File: src/rtl/max_stream.sv
// max_stream: windowed maximum finder over a multi-lane input stream.
// Each accepted beat is reduced to its largest lane (Stage A). The beat
// maxima are then folded into a running maximum across WIN beats (Stage B).
// The window winner is presented on a valid/ready output register.
//
// Handshake semantics: a transfer happens on a rising clk edge where
// valid && ready are both high. The producer holds data stable while valid
// is high and ready is low. in_ready drops on the edge that accepts the last
// beat of a window. It rises again on the edge that completes the output
// handshake, so at most one window result is ever in flight.
module max_stream #(
  parameter int WIDTH    = 8,
  parameter int LANES    = 4,
  parameter int WIN      = 4,
  parameter int SIGNED   = 0,
  parameter int DROP_LSB = 0,
  localparam int LW = (LANES > 1) ? $clog2(LANES) : 1,
  localparam int BW = (WIN > 1) ? $clog2(WIN) : 1
) (
  input  logic                   clk,
  input  logic                   rst_n,
  input  logic                   in_valid,
  output logic                   in_ready,
  input  logic [LANES*WIDTH-1:0] in_data,
  output logic                   out_valid,
  input  logic                   out_ready,
  output logic [WIDTH-1:0]       out_max,
  output logic [LW-1:0]          out_lane,
  output logic [BW-1:0]          out_beat
);

  localparam int KW = WIDTH - DROP_LSB;

  // Strict greater-than on the compare field [WIDTH-1:DROP_LSB].
  // For signed mode, flipping the field MSB maps two's complement order onto
  // unsigned order. Strictness means ties keep the incumbent.
  function automatic logic gt(input logic [WIDTH-1:0] a, input logic [WIDTH-1:0] b);
    logic [KW-1:0] ka;
    logic [KW-1:0] kb;
    ka = a[WIDTH-1:DROP_LSB];
    kb = b[WIDTH-1:DROP_LSB];
    if (SIGNED != 0) begin
      ka[KW-1] = ~ka[KW-1];
      kb[KW-1] = ~kb[KW-1];
    end
    return ka > kb;
  endfunction

  logic             accept;
  logic             last_beat;
  logic [BW-1:0]    cnt;
  logic [WIDTH-1:0] bm;
  logic [LW-1:0]    bl;

  logic             a_valid;
  logic             a_last;
  logic [WIDTH-1:0] a_max;
  logic [LW-1:0]    a_lane;
  logic [BW-1:0]    a_beat;

  logic             b_done;
  logic [WIDTH-1:0] r_max;
  logic [LW-1:0]    r_lane;
  logic [BW-1:0]    r_beat;

  assign accept    = in_valid && in_ready;
  assign last_beat = (cnt == BW'(WIN - 1));

  // Lane reduction of the offered beat; scanning upward with a strict
  // compare leaves the lowest lane on ties.
  always_comb begin
    bm = in_data[WIDTH-1:0];
    bl = '0;
    for (int k = 1; k < LANES; k++) begin
      if (gt(in_data[k*WIDTH +: WIDTH], bm)) begin
        bm = in_data[k*WIDTH +: WIDTH];
        bl = LW'(k);
      end
    end
  end

  // Stage A: capture the beat maximum, the beat counter and the input gate.
  always_ff @(posedge clk or negedge rst_n) begin
    if (!rst_n) begin
      a_valid  <= 1'b0;
      a_last   <= 1'b0;
      a_max    <= '0;
      a_lane   <= '0;
      a_beat   <= '0;
      cnt      <= '0;
      in_ready <= 1'b1;
    end else begin
      a_valid <= accept;
      if (accept) begin
        a_max  <= bm;
        a_lane <= bl;
        a_beat <= cnt;
        a_last <= last_beat;
        if (last_beat) begin
          cnt      <= '0;
          in_ready <= 1'b0;
        end else begin
          cnt <= cnt + BW'(1);
        end
      end
      if (out_valid && out_ready) begin
        in_ready <= 1'b1;
      end
    end
  end

  // Stage B: fold beat maxima into the running window maximum.
  // The running state is cleared once the output register has taken it.
  always_ff @(posedge clk or negedge rst_n) begin
    if (!rst_n) begin
      b_done <= 1'b0;
      r_max  <= '0;
      r_lane <= '0;
      r_beat <= '0;
    end else begin
      b_done <= a_valid && a_last;
      if (a_valid) begin
        if ((a_beat == '0) || gt(a_max, r_max)) begin
          r_max  <= a_max;
          r_lane <= a_lane;
          r_beat <= a_beat;
        end
      end else if (b_done) begin
        r_max  <= '0;
        r_lane <= '0;
        r_beat <= '0;
      end
    end
  end

  // Output register: load the window winner and hold it until consumed.
  always_ff @(posedge clk or negedge rst_n) begin
    if (!rst_n) begin
      out_valid <= 1'b0;
      out_max   <= '0;
      out_lane  <= '0;
      out_beat  <= '0;
    end else begin
      if (b_done) begin
        out_valid <= 1'b1;
        out_max   <= r_max;
        out_lane  <= r_lane;
        out_beat  <= r_beat;
      end else if (out_valid && out_ready) begin
        out_valid <= 1'b0;
      end
    end
  end

endmodule

File: config.mk
export PLATFORM = sky130hd
export DESIGN_NAME = max_stream
export DESIGN_NICKNAME = d
export VERILOG_FILES = /design/src/rtl/max_stream.sv
export SDC_FILE = /design/constraint.sdc
export NUM_CORES = 1
export LEC_CHECK = 0
export BUFFER_PORTS_ARGS = -buffer_cell sky130_fd_sc_hd__buf_2
export CORE_UTILIZATION = 50
export DETAILED_ROUTE_END_ITERATION = 8
export PLACE_DENSITY = 0.76
export SLEW_MARGIN = 40
export SYNTH_ARGS = -nofsm -noshare
export SYNTH_HDL_FRONTEND = slang
export SYNTH_SLANG_ARGS = --single-unit
export TNS_END_PERCENT = 10
File: constraint.sdc
create_clock -name clk -period 2.4 [get_ports clk]
set_clock_uncertainty 0.2 [all_clocks]
set_input_delay 0.12 -clock clk [delete_from_list [all_inputs] [get_ports clk]]
set_output_delay 0.12 -clock clk [all_outputs]
set_load 0.01 [all_outputs]
# Word level (Yosys, flattened, before mapping)
# Index checks and enable logic that the tools add are counted.
op_classes:
  addsub: 1
  n_lt_le_gt_ge: 4
  eq_ne: 2
  n_mux: 20
  reduce_logical: 11
op_table:
  columns: ["operator", "count"]
  rows:
  - ["$mux 8", 6]
  - ["$gt 8x8->1", 4]
  - ["$mux 2", 8]
  - ["$reduce_bool 2->1", 4]
  - ["$mux 1", 6]
  - ["$reduce_and 2->1", 2]
  - ["$logic_and 1x1->1", 3]
  - ["$add 2x1->2 const B", 1]
  - ["$eq 2x2->1 const B", 1]
  - ["$logic_not 2->1", 1]
  - ["$ne 2x1->1 const B", 1]
  - ["$logic_or 1x1->1", 1]
totals:
  reg_bits: 43
  inputBits: 36
  output_inout_bits: 14
  word_cells: 53

# Logic depth before layout (Yosys ltp)
# Gate-level depths: netlist of run 1.
depth:
  depth_word: 6
  depth_mapped: 24

# Worst setup path after synthesis of run 1
# No wires, ideal clock.
synth_path:
  path_type: "input to register"
  startpoint: "input in_data[1]"
  endpoint: "register a_max[6]"
  arrival_time_ns: 4.453
  required_ns: 2.076
  setup_slack_ns: -2.377
  cell_stages: 22
  cell_sequence: "inv_1 ha_1 nor2b_4 o211a_1 o311a_4 nor2_1 a21boi_0 ha_1 nor2b_1 o211ai_1 a21boi_0 o31ai_2 clkbuf_1 o21bai_1 ha_1 and4b_1 a211oi_1 o21ai_0 o21ai_1 buf_2 a2bb2oi_1 o21ai_1"
synth_via:
  elab_chain_len: 6
synth_lines:
  columns: ["item", "line_no", "source"]
  rows:
  - ["start, declared", "24", "input logic [LANES*WIDTH-1:0] in_data,"]
  - ["$gt 8x8->1", "46", "return ka > kb;"]
  - ["$mux 8 (*)", "75", "if (gt(in_data[k*WIDTH +: WIDTH], bm)) begin"]
  - ["$gt 8x8->1", "46", null]
  - ["$mux 8 (*)", "75", null]
  - ["$gt 8x8->1", "46", null]
  - ["$mux 8 (*)", "75", null]
  - ["end signal, assigned", "95", "a_max <= bm;"]
  - ["end, declared", "57", "logic [WIDTH-1:0] a_max;"]
# Mark *: on every way between the ends. The rest lies on a longest branch, timed or not.
# A chain may end at the register's enable or synchronous reset.

# Worst setup path in the final report of run 1
layout_path:
  startpoint: "input in_data[1]"
  endpoint: "register a_max[3]"
# The elaborated chain is that of the path after synthesis.

==> results by group, run 1 <==
Place
  • Buffers added on ports: 49
  • Placed instance area: 3505 um^2
  • Dpl ws: -2347 ps
  • Hpwl dp: 4845 um
  • Gp weighted congestion: 0.8561

Synthesis
  • Sequential share of the synthesized area: between 30% and 40%
  • Yosys cell types: 41
  • Avg Inst Size Synth: about 10 um^2
  • FFs w/ async S/R, synth: 100.0%
  • Syn Nets: 339
  • Synth warnings: 0
  • Post-Syn Area: about 2800 um^2
  • Post-synthesis register bit count: 43
  • Post-synth EDFFs: 0
  • Post-synthesis cell count: 270
  • Most used DFF post-synth: dfrtp_1

Drt
  • Routed Antenna Nets: 0
  • Final WL: around 6000 um
  • Drt initial violations: 70
  • Vias: about 2400
  • Vias per cell: 5.433
  • Wirelength per Cell: 13.52 um
  • Post-route DRC: 0
  • Initial DRT Pass Iterations: 4

CTS
  • Clk slew on worst S/H paths: 80 ps
  • CTS H-Tree Depth: 2
  • Worst skew pair latency: 300 ps
  • Clock buffer depth: 2
  • Clock root buffer master: clkbuf_8
  • CTS Sinks: 43
  • CTS tree: done
  • CTS buffer count: 5

Layout
  • Layout cell share with drive strength beyond 1: about 39%
  • Area grow syn2layout: 34.54%
  • Fin nets: 441
  • Final core occ: 71.54%
  • Multi-input gate area: 1652 um^2
  • Commonest non-fill, non-tap cells in the layout: 51 x buf_4, 46 x buf_2, 42 x dfrtp_1
  • Diodes inserted: 0
  • Non-Filler Cell Area, Final: 3724 um^2
  • Leading cell type in the layout, fill and taps excluded: buf_4
  • # fillers: 386
  • FF/Latch Area: ~1100 um^2

Critical path
  • Critical Path RT: approximately 2400 ps
  • Critical path's slowest cell: o311a_4
  • Critical path arrival: 4300 ps
  • Crit path from: in_data[1]
  • CP Launch Type: primary input
  • Crit end category: register
  • Crit path max fanout: 10
  • Reg-to-reg endpoint: r_beat[1]
  • Crit Path Category: in2reg
  • Worst setup path endpoint: a_max[3]
  • R2r setup slk: around 180 ps
  • R2R depth: 7
  • Worst R2R Start: a_max[5]
  • Critical path's largest stage delay: 380 ps
  • Worst path cell trace: buf_8 -> inv_8 -> ha_4 -> nor2b_4 -> o211a_1 -> o311a_4 -> nor2_4 -> a21boi_2 -> ha_1 -> nor2b_1 -> o211ai_1 -> a21boi_1 -> o31ai_4 -> buf_4 -> o21bai_1 -> ha_1 -> a21o_1 -> a211oi_2 -> o21ai_2 -> o21ai_4 -> buf_4 -> a2bb2oi_1 -> o21ai_1

Floorplanning
  • Initial Util: 53.17%
  • Die width: between 70 and 80 um
  • Core area: 5205 um^2
  • # rows: 26
  • Ports: 50
  • Die area: roughly 6000 um^2
  • Chip height: 76.40 um

Timing
  • Max_slew headroom: 65.10%
  • Final period util: 180.1%
  • Final Hold Vio Count: 0
  • Max-slew violation count: 0
  • Slew @ Worst Pin: 523.5 ps
  • RSZ-0062 raised after global routing: true
  • Final WS setup: -1922 ps
  • Final-report setup violation count: 10
  • Tmin final: 4322 ps
  • Fmax: 0.2314 GHz

Worst hold path
  • Hold/Removal Path Class: in2reg

Global routing
  • Initial antenna violation count: 0
  • First-pass GRT wire length: roughly 10000 um
  • Number of global-route vias before repair: 2260
  • Largest net degree at the start of global routing: 44
  • Grt ovf: 0
  • GRT Util Overall: 21.64%

Run
  • Max Cap Viol: 0

Power
  • Max rail drop VDD: around 250 uV
  • Pleak: between 1.5 and 2 nW
  • PwrDens: 507.1 nW/um^2

Run status
  • Outcome: complete, but fails checks
  • Failing checks: negative setup slack
sequential cells by signal, indices dropped and copies added (netlist names):
name and flops:
r_lane 2, out_beat 2, a_last 1, a_beat 2
cnt 2, a_lane 2, b_done 1, out_valid 1
out_max 8, a_max 8, a_valid 1, r_max 8
r_beat 2, out_lane 2, in_ready 1
worst max-delay path, delay by kind of cell:
| family | cells | cell delay (ps) |
|---|---|---|
| simple gates | 3 | 500 |
| fa+ha+maj | 3 | 780 |
| buf+inv | 4 | 550 |
| compound gates | 13 | 2320 |
final cells by class:
cell class	count	area share, %
Timing Repair Buffer	106	19.35
Inverter	20	2.218
Multi-Input combinational cell	196	44.35
Clock buffer	7	2.587
Sequential cell	43	28.93
Clock inverter	1	0.2016
Tap cell	70	2.352
report_power, final:
| group | switching, mW | leakage, nW | internal [mW] | total, mW |
|---|---|---|---|---|
| Combinational | 0.301 | 1.33 | 0.368 | 0.669 |
| Clock | 0.234 | 0.0505 | 0.261 | 0.496 |
| Sequential | 0 | 0.592 | 0.724 | 0.724 |
worst min path at each step:
| stage | from | end | slack [ps] | depth (start not counted) |
|---|---|---|---|---|
| after floorplan | rst_n | a_beat[0] | -380 | 0 |
| final | in_data[26] | a_max[2] | 10 | 4 |
| after CTS | in_data[26] | a_max[2] | 1 | 4 |
| after detailed placement | rst_n | out_beat[0] | -60 | 1 |
| after global routing | in_data[31] | a_max[7] | 20 | 4 |
| after global placement | rst_n | out_lane[0] | 100 | 1 |
cells in the mapped netlist, types with 3 or more instances:
cell type | instances | area share, %
o21ai_1 | 8 | 1.4
nor2_1 | 4 | 0.54
o211a_1 | 8 | 2.9
a211oi_1 | 3 | 0.81
a21boi_0 | 9 | 2.4
o21bai_1 | 8 | 2.2
ha_1 | 33 | 15
o21ai_0 | 12 | 2.2
nand2_1 | 27 | 3.7
and4_1 | 3 | 0.95
clkbuf_1 | 6 | 0.81
nand4_1 | 4 | 0.90
o211ai_1 | 9 | 2.4
a21oi_1 | 6 | 1.1
mux2_2 | 12 | 4.9
a2bb2oi_1 | 7 | 2.2
a21o_1 | 5 | 1.4
dfrtp_1 | 42 | 38
and2_1 | 4 | 0.90
inv_1 | 20 | 2.7
o21a_1 | 5 | 1.4
a22o_1 | 13 | 4.1
metal layers:
metal	global-route usage (%)	routed length (um)	up-vias	part of all wire, %
met5	0	0	-	0
met4	6.731	107	0	1.8
met3	2.874	176	10	2.9
met2	38.74	3033	49	51
met1	26.85	2673	1132	45
li1	-	-	1216	-
metrics by stage:
stage	hold slack, ps	TNS, ps	instances	total power [mW]
CTS	1.070	-18190	442	1.875
detailed placement	-63.38	-22960	429	1.353
global placement	97.63	-21640	429	1.336
floorplan	-375.6	-17710	270	1.090
finish	9.704	-18830	443	1.888
global route	16.24	-20980	443	1.999
cells by family after synthesis:
group           synth area share (%)
mux                            4.882
flops                          38.92
fa+ha+maj                      14.92
buf+inv                        4.611
simple gates                   9.584
compound gates                 27.08
what timing repair did:
item	4_1_cts	5_1_grt
hold buffers	5	0
pin swaps	1	3
endpoints found under the setup margin	10	10
buffers inserted	0	1
endpoints found under the hold margin	47	0
resized for setup	11	8
No activity file was read; power rests on OpenSTA's default activity.
==> inputs of run 2 (changes only) <==
Settings changed: ABC_AREA set to 1, ABC_CLOCK_PERIOD_IN_PS set to 2400, PLACE_DENSITY 0.76 to 0.75.
==> run 2 against run 1 <==
Net effect:
- the flow still finishes with violations (negative setup slack)
- sequential cell count unchanged
- sequential share of layout area down 6.0 points
- non-clock buffer count up 32
- first-iteration DRC count up 140%
- highest routed layer unchanged
==> results by group, run 2 <==
Run status
  • Outcome: complete, but fails checks
  • Failing checks: negative setup slack

CTS
  • Worst skew pair latency: 300 ps
  • Clock buffer depth: 2
  • CTS buffer count: 5
  • CTS H-Tree Depth: 2
  • Clock root buffer master: clkbuf_8
  • CTS tree: done
  • Clk slew on worst S/H paths: about 80 ps
  • CTS Sinks: 43

Global routing
  • Grt ovf: 0
  • First-pass GRT wire length: 12970 um
  • Largest net degree at the start of global routing: 44
  • GRT Util Overall: 26.68%
  • Initial antenna violation count: 0
  • Number of global-route vias before repair: 3086

Worst hold path
  • Hold path depth: 7
  • Hold/Removal Path Class: in2reg
  • Hold_sp: in_data[24]

Synthesis
  • FFs w/ async S/R, synth: 100.0%
  • Sequential share of the synthesized area: 36.45%
  • Post-Syn Area: 2955 um^2
  • Area contributors post-synth: dfrtp_1 36%, nand2_1 15%, ha_1 14%
  • Post-synthesis cell count: 385
  • Post-synth EDFFs: 0
  • Yosys cell types: 29
  • Syn Nets: 454
  • Avg Inst Size Synth: 7.676 um^2
  • Post-synth top cells: 117 x nand2_1, 51 x inv_1, 45 x nand3_1
  • Share of the synthesized area in the top cell type: 35.56%
  • Synth warnings: 0
  • Most used DFF post-synth: dfrtp_1
  • Cell taking the most area after synthesis: dfrtp_1
  • Post-synthesis register bit count: 43
  • Cell with the most instances after synthesis: nand2_1

Critical path
  • Cell family with most CP delay: simple AND/OR/NAND/NOR gates
  • R2R depth: 10
  • Cell count along the critical path: 29
  • Crit path from: in_data[5]
  • Critical path's slowest cell: ha_4
  • Critical Path RT: roughly 2400 ps
  • Worst R2R Start: a_max[7]
  • Critical path arrival: 3780 ps
  • Bufs and invs on worst path: 4
  • Most used cell, CP: nand2_4
  • CP Launch Type: primary input
  • Crit end category: register
  • Crit path max fanout: 8
  • Crit Path Category: in2reg
  • Critical path's largest stage delay: 290 ps

Layout
  • Area grow syn2layout: 58.64%
  • Fin nets: between 500 and 600
  • Non-Filler Cell Area, Final: 4688 um^2
  • Diodes inserted: 0
  • Top flop regs: a_max x8, out_max x8, r_max x8
  • Layout cell share with drive strength beyond 1: 48.10%
  • Final std cells w/o fill: 598
  • Leading cell type in the layout, fill and taps excluded: nand2_1
  • Commonest non-fill, non-tap cells in the layout: 95 x nand2_1, 80 x buf_4, 42 x dfrtp_1

Floorplanning
  • Ports: 50
  • Core area: 5608 um^2
  • Die width: 78.88 um
  • Chip height: ~80 um
  • Die area: around 6200 um^2
  • # rows: 27
  • Initial Util: approximately 53%

Power
  • Pleak: 2.516 nW
  • PwrDens: 856.5 nW/um^2
  • Tot Pwr: about 4.0 mW
  • Max rail drop VDD: 631.0 uV

Timing
  • Total negative slack: -12900 ps
  • Final WS setup: -1388 ps
  • Tmin final: 3788 ps
  • Max-slew violation count: 0
  • Final period util: 157.8%
  • Final Hold Vio Count: 0
  • RSZ-0062 raised after global routing: true
  • Max_slew headroom: 65.38%
  • Fmax: roughly 0.26 GHz
  • Slew @ Worst Pin: between 500 and 600 ps
  • Tightest hold margin: 51.38 ps
  • Final-report setup violation count: 10

Drt
  • Final WL: between 10000 and 15000 um
  • Drt initial violations: 166
  • Routed Antenna Nets: 0
  • Initial DRT Pass Iterations: 4
  • Wirelength per Cell: 16.85 um
  • Vias per cell: 5.460
  • Vias: 3265
  • Post-route DRC: 0

Place
  • Buffers added on ports: 49
  • Placed instance area: 3766 um^2
  • Hpwl dp: 5073 um
  • Placed insts: 558
  • Gp weighted congestion: approximately 0.87

Run
  • Max Cap Viol: 0
run 2: per-layer routing:
layer  share of wire, %  GRT usage (%)  wire length [um]
met5                  0              0                 0
met4                7.1          15.27               718
met3                3.6          4.598               360
met2                 54          52.17              5428
met1                 35          26.03              3568
run 2: cell type report:
class	count	area [um^2]
clock buffer	6	72.57
clock inverter	2	12.51
fill	308	919.6
inverter	52	210.2
multi-input combinational	285	2201
sequential	43	1077
tap	72	90.09
timing repair buffer	138	1025
run 2: final timing paths:
check	end	slack (ps)
max in group asynchronous	in_ready	1480
min in group asynchronous	out_max[3]	140
max reg2reg	r_max[5]	360
max	a_max[4]	-1390
min reg2reg	out_beat[1]	270
min	a_max[0]	50
run 2: kinds of logic (layout without fill, tap and decap cells):
logic type,after synthesis,count (layout),synth area share (%)
compound gates,31,31,5.715
simple gates,217,221,35.82
fa+ha+maj,33,33,13.97
buf+inv,61,198,8.043
flops,43,43,36.45
run 2: worst min-delay path, cell delays in order:
cell	delay [ps]
buf_2	80
inv_1	60
nand3_2	70
nand2_1	40
inv_1	40
nand2_1	40
nand2_1	60
run 2: power breakdown:
group / total, mW / switching [mW] / leakage (nW) / internal [mW]
combinational: 2.30 / 1.28 / 1.93 / 1.02
sequential: 1.27 / 0.211 / 0.543 / 1.06
clock: 0.445 / 0.241 / 0.0412 / 0.203
run 2: timing repair:
action                                 CTS  global route
resized for setup                       68            54
setup endpoints to repair               10            10
setup buffers                           19             7
endpoints found under the hold margin   45             0
cloned                                   4             0
hold buffers                             2             0
pin swaps                               42            56
run 2: metrics by stage:
stage,util (%),worst slack (ps)
floorplan,-,-982.6
global route,83.60,-1548
CTS,78.45,-1088
global placement,67.11,-1475
finish,83.60,-1388
detailed placement,67.16,-1543
==> inputs of run 3 (changes only) <==
Settings changed: CELL_PAD_IN_SITES_DETAIL_PLACEMENT set to 0, CELL_PAD_IN_SITES_GLOBAL_PLACEMENT set to 2, CORE_UTILIZATION 50 to 32, PLACE_DENSITY 0.75 to 0.82.
==> run 3 against run 2 <==
Net effect:
- the flow finishes with violations (design-rule violations, negative setup slack)
- power fell by 5.6%
- die area rose by 55%
- sequential cell count did not move
==> results by group, run 3 (synthesis results as in run 2) <==
Run status
  • Outcome: complete, but fails checks
  • Failing checks: design-rule violations, negative setup slack

Drt
  • Drt initial violations: 81
  • Vias: 2921
  • Wirelength per Cell: 12.40 um
  • Vias per cell: about 4.6
  • Routed Antenna Nets: 0
  • Post-route DRC: 1
  • Initial DRT Pass Iterations: 6
  • Final WL: 7824 um

Floorplanning
  • Die area: 9624 um^2
  • Ports: 50
  • Chip height: 98.10 um
  • Core area: 8848 um^2
  • # rows: 34
  • Initial Util: 33.40%
  • Die width: between 90 and 100 um

Global routing
  • GR met2 Demand/Resource: 29.31%
  • First-pass GRT wire length: 12970 um
  • GR peak layer: met2
  • Met1 Usage GRT: 19.85%
  • Number of global-route vias before repair: 2867
  • GRT Util Overall: 16.46%
  • Largest net degree at the start of global routing: 44
  • Grt ovf: 0
  • Met3 GRT Util: 2.720%
  • Initial antenna violation count: 0

Power
  • Sequential Power Share: roughly a third
  • Pleak: 2.459 nW
  • P_int: 2.210 mW
  • PwrDens: 820.4 nW/um^2
  • Max rail drop VDD: 392.4 uV
  • Combinational Power Share: a little over half
  • NetSw: 1.580 mW
  • Sw Share: 41.69%
  • Clk network pwr share: approximately an eighth

Critical path
  • Critical path arrival: 3530 ps
  • Cell family with most CP delay: simple AND/OR/NAND/NOR gates
  • Crit path max fanout: 8
  • Crit Path Category: in2reg
  • Crit end category: register
  • CP Launch Type: primary input
  • Critical path's slowest cell: nand3b_1
  • Most used cell, CP: nand2_2
  • Critical path's largest stage delay: 310 ps
  • Critical Path RT: 2390 ps
  • Bufs and invs on worst path: 5

Layout
  • Layout cell share with drive strength beyond 1: 46.08%
  • Commonest non-fill, non-tap cells in the layout: 92 x nand2_1, 80 x buf_4, 42 x nand3_1, 42 x dfrtp_1, 41 x buf_2
  • Diodes inserted: 0
  • Final core occ: a little over half
  • Non-Filler Cell Area, Final: 4621 um^2
  • Top flop regs: a_max x8, out_max x8, r_max x8
  • Fin nets: a little under 600
  • Area grow syn2layout: 56.35%
  • Leading cell type in the layout, fill and taps excluded: nand2_1

CTS
  • Clk slew on worst S/H paths: around 80 ps
  • Clock root buffer master: clkbuf_8
  • CTS buffer count: 5
  • CTS tree: done
  • CTS Sinks: 43
  • Worst skew pair latency: 300 ps
  • CTS H-Tree Depth: 2
  • Clock buffer depth: 2

Timing
  • Final Hold Vio Count: 0
  • Final WS setup: -1137 ps
  • Slew @ Worst Pin: 540.2 ps
  • Max-slew violation count: 0
  • Tmin final: 3537 ps
  • RSZ-0062 raised after global routing: true
  • Final-report setup violation count: 10
  • Total negative slack: -11050 ps
  • Final period util: 147.4%
  • Max_slew headroom: 63.99%
  • Fmax: 0.2828 GHz

Run
  • Max Cap Viol: 0

Place
  • Gp weighted congestion: just over 0.8
  • Buffers added on ports: 49
  • Hpwl dp: 5479 um
  • Placed instance area: 3804 um^2

Worst hold path
  • Hold/Removal Path Class: in2reg
## run 3: through the flow
step	hold WS, ps	setup slack, ps	cells	power, mW
2_1_floorplan	-375.6	-982.6	385	2.428
3_3_place_gp	21.97	-1688	595	2.987
3_5_place_dp	25.56	-1717	595	3.029
4_1_cts	27.15	-1140	624	3.705
5_1_grt	81.85	-1357	631	4.159
6_report	29.30	-1137	631	3.791
## run 3: per-layer routing
metal  wire length [um]  vias to the layer above
met5                  0                        -
met3                225                       13
met1               3509                     1332
met4                191                        0
met2               3897                       55
li1                   -                     1521
## run 3: final timing paths
check	start	to	slack (ps)	cells past startpoint
min	in_data[26]	a_max[2]	30	6
min reg2reg	out_beat[0]	out_beat[0]	270	2
max	in_data[6]	a_max[7]	-1140	30
max reg2reg	a_max[3]	r_beat[1]	410	10
max in group asynchronous	rst_n	in_ready	1400	3
min in group asynchronous	rst_n	out_max[3]	230	3
## run 3: tightest hold or removal path, delay by kind of cell
kind / cells / cell delay [ps]
AND/OR/NAND/NOR: 4 / 230
buffers and inverters: 2 / 140
## run 3: cell type report
type / count / area (um^2)
Clock buffer: 6 / 72.57
Clock inverter: 2 / 12.51
Fill cell: 856 / 4228
Inverter: 52 / 205.2
Multi-Input combinational cell: 284 / 2137
Sequential cell: 43 / 1077
Tap cell: 108 / 135.1
Timing Repair Buffer: 136 / 980.9
## run 3: power by group through the flow
stage | clock [mW] | sequential [mW] | combinational (mW)
2_1_floorplan | 0 | 1.29 | 1.14
3_3_place_gp | 0 | 1.28 | 1.71
3_5_place_dp | 0 | 1.30 | 1.73
4_1_cts | 0.465 | 1.28 | 1.96
5_1_grt | 0.495 | 1.33 | 2.33
6_report | 0.451 | 1.28 | 2.06
## run 3: what timing repair did
| item | 4_1_cts | 5_1_grt |
|---|---|---|
| setup buffers | 16 | 7 |
| endpoints found under the hold margin | 44 | 0 |
| endpoints found under the setup margin | 10 | 10 |
| cloned | 3 | 0 |
| resized for setup | 64 | 39 |
| pin swaps | 47 | 42 |
| hold buffers | 2 | 0 |
